===== src/rtl/tx_pkg.sv =====
// Shared state encoding and frame constants for the tx_ctrl transmit controller.
// Build option TX_PARITY_EN (see tx_ctrl) selects a parity bit over a second stop bit.
package tx_pkg;

    typedef enum logic [1:0] {
        IDLE  = 2'd0,
        LOAD  = 2'd1,
        SHIFT = 2'd2
    } tx_state_e;

    localparam int FRAME_W = 11;
    localparam int NBITS   = 11;

    localparam logic [FRAME_W-1:0] IDLE_FRAME = 11'h7FF;

endpackage


===== src/rtl/tx_baud_gen.sv =====
// tx_baud_gen: bit-time counter for tx_ctrl; tick flags the last clock of each bit time.
module tx_baud_gen #(
    parameter int DIV_W = 19
) (
    input  logic             clk,
    input  logic             reset,
    input  logic             clr,
    input  logic [DIV_W-1:0] k,
    output logic             tick
);

    logic [DIV_W-1:0] k_eff;
    logic [DIV_W-1:0] cnt_q, cnt_d;

    assign k_eff = (k < DIV_W'(2)) ? DIV_W'(2) : k;

    // Compared against the live divisor, so a smaller k ends the current bit early.
    assign tick = (cnt_q >= k_eff - DIV_W'(1));

    always_comb begin
        cnt_d = cnt_q + DIV_W'(1);
        if (clr || tick) begin
            cnt_d = '0;
        end
    end

    always_ff @(posedge clk) begin
        if (!reset) begin
            cnt_q <= '0;
        end else begin
            cnt_q <= cnt_d;
        end
    end

endmodule


===== src/rtl/tx_ctrl.sv =====
// tx_ctrl: one-byte holding register and IDLE/LOAD/SHIFT sequencer driving an external 11-bit shifter.
// Build option TX_PARITY_EN: frame bit 9 carries parity; without it that bit is a second stop bit.
module tx_ctrl
    import tx_pkg::*;
#(
    parameter int DIV_W = 19
) (
    input  logic               clk,
    input  logic               reset,
    input  logic [DIV_W-1:0]   k,
    input  logic               parity_odd,
    input  logic [7:0]         data,
    input  logic               write,
    output logic               txrdy,
    output logic               busy,
    output logic [FRAME_W-1:0] frame,
    output logic               ld,
    output logic               sh,
    output logic               done,
    output logic               ovr
);

    tx_state_e          state_q, state_d;
    logic [7:0]         hold_q, hold_d;
    logic               txrdy_q, txrdy_d;
    logic               busy_q, busy_d;
    logic [FRAME_W-1:0] frame_q, frame_d;
    logic               ld_q, ld_d;
    logic               sh_q, sh_d;
    logic               done_q, done_d;
    logic               ovr_q, ovr_d;
    logic [3:0]         bit_q, bit_d;
    logic               tick;
    logic               clr;
    logic               par_bit;

`ifdef TX_PARITY_EN
    assign par_bit = (^hold_q) ^ parity_odd;
`else
    logic unused_parity_odd;
    assign unused_parity_odd = parity_odd;
    assign par_bit           = 1'b1;
`endif

    tx_baud_gen #(.DIV_W(DIV_W)) u_baud (
        .clk   (clk),
        .reset (reset),
        .clr   (clr),
        .k     (k),
        .tick  (tick)
    );

    // NOTE: every signal written here gets a default first, so no path can infer a latch.
    always_comb begin
        state_d = state_q;
        hold_d  = hold_q;
        txrdy_d = txrdy_q;
        bit_d   = bit_q;
        frame_d = frame_q;
        ld_d    = 1'b0;
        sh_d    = 1'b0;
        done_d  = 1'b0;
        ovr_d   = 1'b0;

        if (write) begin
            if (txrdy_q) begin
                hold_d  = data;
                txrdy_d = 1'b0;
            end else begin
                ovr_d = 1'b1;
            end
        end

        unique case (state_q)
            IDLE: begin
                if (!txrdy_q) state_d = LOAD;
            end
            LOAD: begin
                txrdy_d = 1'b1;
                state_d = SHIFT;
            end
            SHIFT: begin
                // The cycle showing done decides what follows, keeping ld clear of the last sh.
                if (done_q) begin
                    state_d = txrdy_q ? IDLE : LOAD;
                end else if (tick) begin
                    sh_d   = 1'b1;
                    bit_d  = bit_q + 4'd1;
                    done_d = (bit_q == 4'(NBITS - 1));
                end
            end
            default: state_d = IDLE;
        endcase

        if (state_d != SHIFT) bit_d = '0;

        if (state_d == LOAD) begin
            ld_d    = 1'b1;
            frame_d = {1'b1, par_bit, hold_q, 1'b0};
        end

        busy_d = (state_d != IDLE);
        clr    = (state_d != SHIFT);
    end

    // NOTE: non-blocking assignments so every flop samples values from before the edge.
    always_ff @(posedge clk) begin
        if (!reset) begin
            state_q <= IDLE;
            txrdy_q <= 1'b1;
            busy_q  <= 1'b0;
            frame_q <= IDLE_FRAME;
            ld_q    <= 1'b0;
            sh_q    <= 1'b0;
            done_q  <= 1'b0;
            ovr_q   <= 1'b0;
            bit_q   <= '0;
        end else begin
            state_q <= state_d;
            txrdy_q <= txrdy_d;
            busy_q  <= busy_d;
            frame_q <= frame_d;
            ld_q    <= ld_d;
            sh_q    <= sh_d;
            done_q  <= done_d;
            ovr_q   <= ovr_d;
            bit_q   <= bit_d;
        end
    end

    // NOTE: the held byte needs no reset; txrdy_q alone says whether it holds anything.
    always_ff @(posedge clk) begin
        hold_q <= hold_d;
    end

    assign txrdy = txrdy_q;
    assign busy  = busy_q;
    assign frame = frame_q;
    assign ld    = ld_q;
    assign sh    = sh_q;
    assign done  = done_q;
    assign ovr   = ovr_q;

endmodule


===== config.mk =====
export PLATFORM = sky130hd
export DESIGN_NAME = tx_ctrl
export DESIGN_NICKNAME = d
export VERILOG_FILES = /design/src/rtl/tx_pkg.sv /design/src/rtl/tx_baud_gen.sv /design/src/rtl/tx_ctrl.sv
export SDC_FILE = /design/constraint.sdc
export NUM_CORES = 1
export LEC_CHECK = 0
export CAP_MARGIN = 10
export CORE_MARGIN = 2
export CORE_UTILIZATION = 40
export CTS_BUF_LIST = sky130_fd_sc_hd__clkbuf_4 sky130_fd_sc_hd__clkbuf_8
export CTS_CLUSTER_DIAMETER = 200
export DETAILED_ROUTE_END_ITERATION = 16
export PLACE_DENSITY = 0.61
export SLEW_MARGIN = 20
export SYNTH_ARGS = -nofsm -noshare
export SYNTH_HDL_FRONTEND = slang
export SYNTH_SLANG_ARGS = --single-unit

===== constraint.sdc =====
create_clock -name clk -period 9.6 [get_ports clk]
set_clock_uncertainty 0.05 [all_clocks]
set_input_delay 1.44 -clock clk [delete_from_list [all_inputs] [get_ports clk]]
set_output_delay 1.44 -clock clk [all_outputs]
set_load 0.03 [all_outputs]

## Word-level counts from Yosys, hierarchy flattened

Index checks and enable logic that the tools add are counted.

- Register bits after elaboration: 48
- Memories kept: 0
- Output and inout port bits: 17
- Bits in read-only memories: 0
- Bits in writable memories: 0
- Logic and storage cells: 44
- Bits in latches: 0

- Bitwise operators: 4
- Muxes and demuxes: 8
- Reduce and logical (&&, ||, !) cells: 11
- $lt $le $gt $ge: 2
- Add/sub/neg operators: 3
- Div/mod/pow operators: 0
- $mul: 0
- Shift-type cells: 0
- Eq/ne operators: 5

Operators with widths:

| cell | count |
|---|---|
| 19-bit by 1-bit adder with 19-bit output, second input constant | 1 |
| 19-bit greater-or-equal comparator | 1 |
| 19-bit by 2-bit less-than comparator with 1-bit output, second input constant | 1 |
| 19-bit two-way mux | 1 |
| 19-bit by 1-bit subtractor with 19-bit output, second input constant | 1 |
| 2-bit case mux with 3 select lines | 1 |
| 2-bit OR reduction | 3 |
| 4-bit by 1-bit adder with 4-bit output, second input constant | 1 |
| 2-bit by 1-bit equality test with 1-bit output, second input constant | 2 |
| 4-bit equality test, second input constant | 1 |
| 1-bit two-way mux | 4 |
| 2-bit two-way mux | 2 |
| 1-bit inverter | 4 |
| 2-bit AND reduction | 2 |
| 4-bit OR reduction | 1 |
| 3-bit AND reduction | 1 |
| 3-bit OR reduction | 1 |
| 2-bit equality test, second input constant | 1 |
| 2-bit zero test | 1 |
| 2-bit inequality test, second input constant | 1 |
| 2-bit nonzero test | 1 |
| 1-bit logical OR | 1 |

## Logic depth before layout (Yosys ltp)

- Depth after elaboration: 6
- Gate-level depth with buffers: 17
- Gate-level depth less buffers: 15

## Cells and area by module

From an unflattened synthesis, not the netlist that was laid out.

- Cells, all modules: 293
- Area, all modules: 2680.1 µm²

Modules (own cells, without submodules):

| module | seq. area each (µm²) | area an instance (µm²) | instances | cells an instance |
|---|---|---|---|---|
| tx_baud_gen | 380.4 | 1595.3 | 1 | 192 |
| tx_ctrl | 660.6 | 1084.8 | 1 | 101 |

## Worst setup path after synthesis

Ideal clock, no wire load.

- Path kind: in2reg
- Start point: input k[14]
- End point: register u_baud.cnt_q[12]
- Required time: 9435 ps
- Arrival: 4614 ps
- Setup slack: 4821 ps
- Buffers on the path: 2
- Cell stages on the path: 17
- Cells stage by stage: nor4_1 > nand4_1 > nand2b_1 > nand2_1 > ha_1 > nand3_1 > or3_1 > xor2_1 > ha_1 > nand3_1 > nor3_2 > nand2_1 > o311ai_4 > or2_1 > buf_6 > buf_6 > nor2_1

- Word-level cells in the longest chain between the ends: 6

Ends and longest elaborated chain:

| what | line | RTL |
|---|---|---|
| start: declaration | tx_ctrl.sv:10 | `input logic [DIV_W-1:0] k,` |
| 19-bit by 2-bit less-than comparator with 1-bit output | tx_baud_gen.sv:15 | `assign k_eff = (k < DIV_W'(2)) ? DIV_W'(2) : k;` |
| 19-bit two-way mux (*) | tx_baud_gen.sv:15 |  |
| 19-bit by 1-bit subtractor with 19-bit output (*) | tx_baud_gen.sv:18 | `assign tick = (cnt_q >= k_eff - DIV_W'(1));` |
| 19-bit greater-or-equal comparator (*) | tx_baud_gen.sv:18 |  |
| 1-bit logical OR (*) | tx_baud_gen.sv:22 | `if (clr \|\| tick) begin` |
| 2-bit OR reduction (no line) (*) | - |  |
| end signal: assignment | tx_baud_gen.sv:31 | `cnt_q <= cnt_d;` |
| end: declaration | tx_baud_gen.sv:13 | `logic [DIV_W-1:0] cnt_q, cnt_d;` |

Mark *: on every way between the ends. The rest lies on a longest branch, timed or not.
A chain may end at the register's enable or synchronous reset.

## Worst setup path after layout

- Start point: input k[11]
- End point: register u_baud.cnt_q[8]

The elaborated chain is that of the path after synthesis.

==> metrics <==
P&R area growth vs syn=23.9%; Util after Layout=50.5%; TNS Setup=0 ns; Initial Utilization=40.8%; clock-pin transition on the worst setup and hold timing paths=0.09 ns; chip width=83.7 um; Slew headroom=58.4%; main combinational cell family by area after synthesis=simple AND/OR/NAND/NOR gates; post-DR wirelength/cell=11.0 um; Post-Synth Adder-Cell Area=11.3%; post-synthesis simple-gate area fraction=26.7%; area leader, netlist=dfxtp_1; Compound-Gate Fraction of Synth Area=6.00%; RSZ-0062 raised after global routing=no; fmax=178 MHz; Final Routed Wirelength=4460 um; syn_area_per_cell=8.96 sq um; die area=7010 sq um; vias=1980; measured slew at the worst slew-check pin=0.624 ns; final worst-path cycle share=58.5%; post-synthesis xor/xnor area fraction=11.7%; CP Capture Type=flip-flop; TritonCTS Buffers=5; post-synthesis sequential area ratio=40.9%; maximum VDD drop=0.000117 V; grt met2 use=21.7%; Pwr Density=135 nW/um^2; number of synthesized flops with an enable pin=8; number of vias per cell=4.86; number of global-route vias before repair=1785; synth unique cells=37; Clock Power Share=33.9%; core region area=6240 sq um; final count of pins violating max slew=0; CTS root buf=clkbuf_8; # rows=29; Final WS setup=3.98 ns; Required @ worst endpoint=9.72 ns; grt total ovfl=0; DRT Pass-1 Iters=4; yosys synthesis warning count=0; share of cells above drive strength 1=4.24%; clk buf depth=2; synth top area cells=dfxtp_1 31%, ha_1 11%, edfxtp_1 9.4%; count of final hold-check violations=0; leakage power=1.27 nW; Logic pwr share=15.1%; clock sinks=48; NetSw=0.105 mW; initial antenna violation count=0; critical-path cell list=clkdlybuf4s50_1 -> nor4_1 -> nand4_1 -> nand2b_1 -> nand2_1 -> ha_1 -> nand3_1 -> or3_1 -> xor2_1 -> ha_1 -> nand3_1 -> nor3_2 -> nand2_1 -> o311ai_4 -> or2_1 -> nor2_1; top-count cell post-synth=nand2_1; pin count of the biggest net entering global routing=20; # H-tree levels=2; ANT nets after route=0; fin nets=383; Sw Share=24.8%; Synth top cells by count=42 x nand2_1, 40 x dfxtp_1, 34 x nor2_1; total power=0.425 mW; final setup violation count=0; asr flop ratio synth=0%; HP Class=flip-flop to flip-flop; crit-path max cell delay=0.57 ns; crit start category=input port; n_diodes=0; post-CTS setup buffers=0; R2R Setup Slk=7.19 ns; Worst EP arrival=5.74 ns; mux contribution to synthesized area=0.394%; M1 GR Usage=16.9%; Crit Path Max Fanout=19; gr usage total=13.2%; RePlAce Congestion=0.734; Seq pwr share=50.9%; post-route minimum period=5.62 ns; Inst Count DP=399; grt peak-use layer=met2; max cap viols=0; met3 usage=2.57%; # port buffers=44; Synth Cell Area=2540 sq um; post-CTS sizing=0; first-pass GRT wire length=7700 um; status=complete, no violations; share of the synthesized area in the top cell type=31.5%; ys flop type=dfxtp_1; Place WS=3.60 ns; post-synthesis sequential element count=48; Layout Cells excl Fill=407; Die Span Y=83.7 um; cts hold-fix bufs=0; Post-Syn Instances=284; post-detail-place hpwl=3470 um; latest clock arrival within the worst-skew pair=0.30 ns; iteration-0 DRC count of the detailed router=48; CTS tree=yes; IO Pins=48; crit path kind=input port to flip-flop; DRC viols=0; Cell Int Power=0.320 mW; crit path max-delay cell type=or2_1
[cell families (layout without fill, tap and decap cells)]
family | after synthesis | count (layout)
compound gates | 22 | 22
xor+xnor | 34 | 34
fa+ha+maj | 23 | 23
buf+inv | 13 | 58
flops | 48 | 48
mux | 1 | 1
other cells | 1 | 2
simple gates | 142 | 142
[registers in the layout, indices dropped and copies added, names as in the netlist]
register	flops
ld	1
u_baud.cnt_q	19
busy	1
bit_q	4
state_q	2
frame	9
hold_q	8
done	1
txrdy	1
ovr	1
sh	1
[power by group through the flow]
stage / clock network (mW) / logic (mW) / registers [mW]
after CTS: 0.149 / 0.0652 / 0.217
after detailed placement: 0 / 0.0650 / 0.221
after global routing: 0.157 / 0.0709 / 0.218
after global placement: 0 / 0.0643 / 0.221
final: 0.144 / 0.0643 / 0.217
after floorplan: 0 / 0.0268 / 0.231
[worst max-delay path: cells and delay by family]
family | cells | cell delay (ns)
simple gates | 11 | 2.67
compound gates | 1 | 0.45
xor+xnor | 1 | 0.16
buf+inv | 1 | 0.49
fa+ha+maj | 2 | 0.53
[routing by layer]
layer  up-vias  wire length, um
li1       1061                -
met1       864             2200
met2        47             1970
met3         8              215
met4         0               80
met5         -                0
[layout by cell type (no fill, tap or decap), drive strengths merged, types with 8 or more instances in the layout]
cell	instances
xnor2	16
dfxtp	40
a21oi	9
nand3	23
clkdlybuf4s50	44
xor2	18
nand2	42
nor2	34
ha	23
edfxtp	8
[final cells by class]
class | instances | area (sq um)
Clock inverter | 3 | 42.5
Timing Repair Buffer | 44 | 440
Fill cell | 610 | 3090
Tap cell | 77 | 96.3
Clock buffer | 5 | 68.8
Sequential cell | 48 | 1040
Inverter | 6 | 22.5
Multi-Input combinational cell | 224 | 1440
[path summary, 6_finish.rpt]
check,start,cells after the start,endpoint
hold reg to reg,frame[0],2,frame[0]
setup / recovery,k[11],16,u_baud.cnt_q[8]
hold / removal,frame[0],2,frame[0]
setup reg to reg,u_baud.cnt_q[18],7,u_baud.cnt_q[8]
[per-stage QoR]
step / hold slack [ns] / cell area (sq um)
finish: 0.402 / 3150
global route: 0.421 / 3150
CTS: 0.401 / 3150
detailed placement: 0.386 / 3040
global placement: 0.380 / 3040
floorplan: 0.383 / 2550
(Power assumes the default switching activity.)
==> patch (config.mk and constraints unchanged) <==
`DIV_W` is set to 19 in 2 places; all go to 38.
--- a/src/rtl/tx_baud_gen.sv
+++ b/src/rtl/tx_baud_gen.sv
@@ -2,3 +2,3 @@
 module tx_baud_gen #(
-    parameter int DIV_W = 19
+    parameter int DIV_W = 38
 ) (
--- a/src/rtl/tx_ctrl.sv
+++ b/src/rtl/tx_ctrl.sv
@@ -5,3 +5,3 @@
 #(
-    parameter int DIV_W = 19
+    parameter int DIV_W = 38
 ) (
Ports: changed (resized k); port bits go from 48 to 67. No check against the original RTL was run, so the function may have changed too.
==> patch against the original RTL <==
  * Non-clock buffer count up 20
  * Via count rose by 88%
  * Area after synthesis grew 67%
  * Sequential cell count grew 19
  * Worst hold slack better by 0.0061 ns
  * Critical path depth grew 2
  * Sequential share of layout area is 5.8 points lower
  * Wire length grew 120%
  * Critical endpoint is now u_baud.cnt_q[32]
  * Clock power rose by 73%
  * Maximum frequency down 22%
  * Total power grew 49%
  * Worst setup slack got worse by 1.6 ns
  * Largest cell class unchanged
  * Critical path type unchanged
  * Cell area rose by 66%
==> patch: results (changes against the original RTL) <==
Synthesis
  • Area fraction in compound gates after synthesis: 7.18% (was 6.00%)
  • #FFs+latches synth: 67 (was 48)
  • Synth unique cells: 51 (was 37)
  • Post-synthesis mux area share: 0% (was 0.394%)
  • Synth area leaders: dfxtp_1 28%, ha_1 12%, xnor2_1 9.1% (was dfxtp_1 31%, ha_1 11%, edfxtp_1 9.4%)
  • XOR/XNOR Fraction of Synth Area: 14.6% (was 11.7%)
  • Synth Area per Inst: 8.66 um^2 (was 8.96 um^2)
  • Sequential area share after synthesis: 33.4% (was 40.9%)
  • Post-synthesis adder-cell area fraction: 12.4% (was 11.3%)

Power
  • Leak: 0.00191 uW (was 0.00127 uW)
  • Overall Power: 632 uW (was 425 uW)
  • Clk. pwr: 249 uW (was 144 uW)
  • Comb power: 87.8 uW (was 64.3 uW)
  • Peak VDD IR: 86.4 uV (was 117 uV)
  • Power Density: 121 nW/um^2 (was 135 nW/um^2)
  • Switching portion of total power: 27.6% (was 24.8%)

Placed design
  • Placed Area: 5010 um^2 (was 3040 um^2)
  • HPWL after DPL: 7630 um (was 3470 um)
  • Port buffer count: 63 (was 44)
  • Worst slack at placement: 1.99 ns (was 3.60 ns)

Layout
  • Multi-input gates: 404 (was 224)
  • Final cell count without fillers: 694 (was 407)
  • Non-clock inverters: 7 (was 6)
  • Non-clock buffers, area share: 12.2% (was 14.0%)
  • Max FFs per register: 38 (was 19)
  • FILL cells: 1006 (was 610)
  • Share of cells above drive strength 1: 5.38% (was 4.24%)
  • Clock Network Area Fraction: 3.93% (was 3.53%)

Critical path
  • Crit-path max FO: 18 (was 19)
  • Critical Path AT: 7.42 ns (was 5.74 ns)
  • Critical-path top delay cell: or4_1 (was or2_1)

Clock tree
  • H-tree depth: 3 (was 2)

Drt
  • Final wirelength: 9730 um (was 4460 um)
  • DR iter-0 viols: 144 (was 48)

Global routing
  • Largest net degree at the start of global routing: 39 (was 20)
  • Number of global-route vias before repair: 3518 (was 1785)

Status
  • Status: finished, final reports clean (unchanged)

STA
  • Worst-margin pin slew: 1.01 ns (was 0.624 ns)
patch: cell types whose count changed in the layout (fill, tap and decap cells not counted), moves of 6 or more:
cell,change
nor3_1,+44
xnor2_1,+28
clkdlybuf4s50_1,+19
dfxtp_1,+19
ha_1,+19
nand2_1,+18
xor2_1,+9
nand4_1,+8
and3_1,+6
patch: worst paths after layout:
kind | slack (ns) | end | from | cells past startpoint
min reg2reg | 0.41 | frame[0] | frame[0] | 2
max | 2.39 | u_baud.cnt_q[32] | k[30] | 18
min | 0.41 | frame[0] | frame[0] | 2
max reg2reg | 6.63 | u_baud.cnt_q[32] | u_baud.cnt_q[0] | 9
patch: cell families after synthesis:
family,Yosys count
other,1
adders and majority gates,42
AOI/OAI and AO/OA,44
buffers and inverters,21
DFF,67
xor gates and xnor gates,71
and+or+nand+nor,245
patch: layer usage:
layer  track usage [%]  wire [um]  up-vias
li1                  -          -     1887
met1              22.8       4460     1752
met2              30.9       4850       70
met3              2.55        342        5
met4              5.75         73        0
met5                 0          0        -
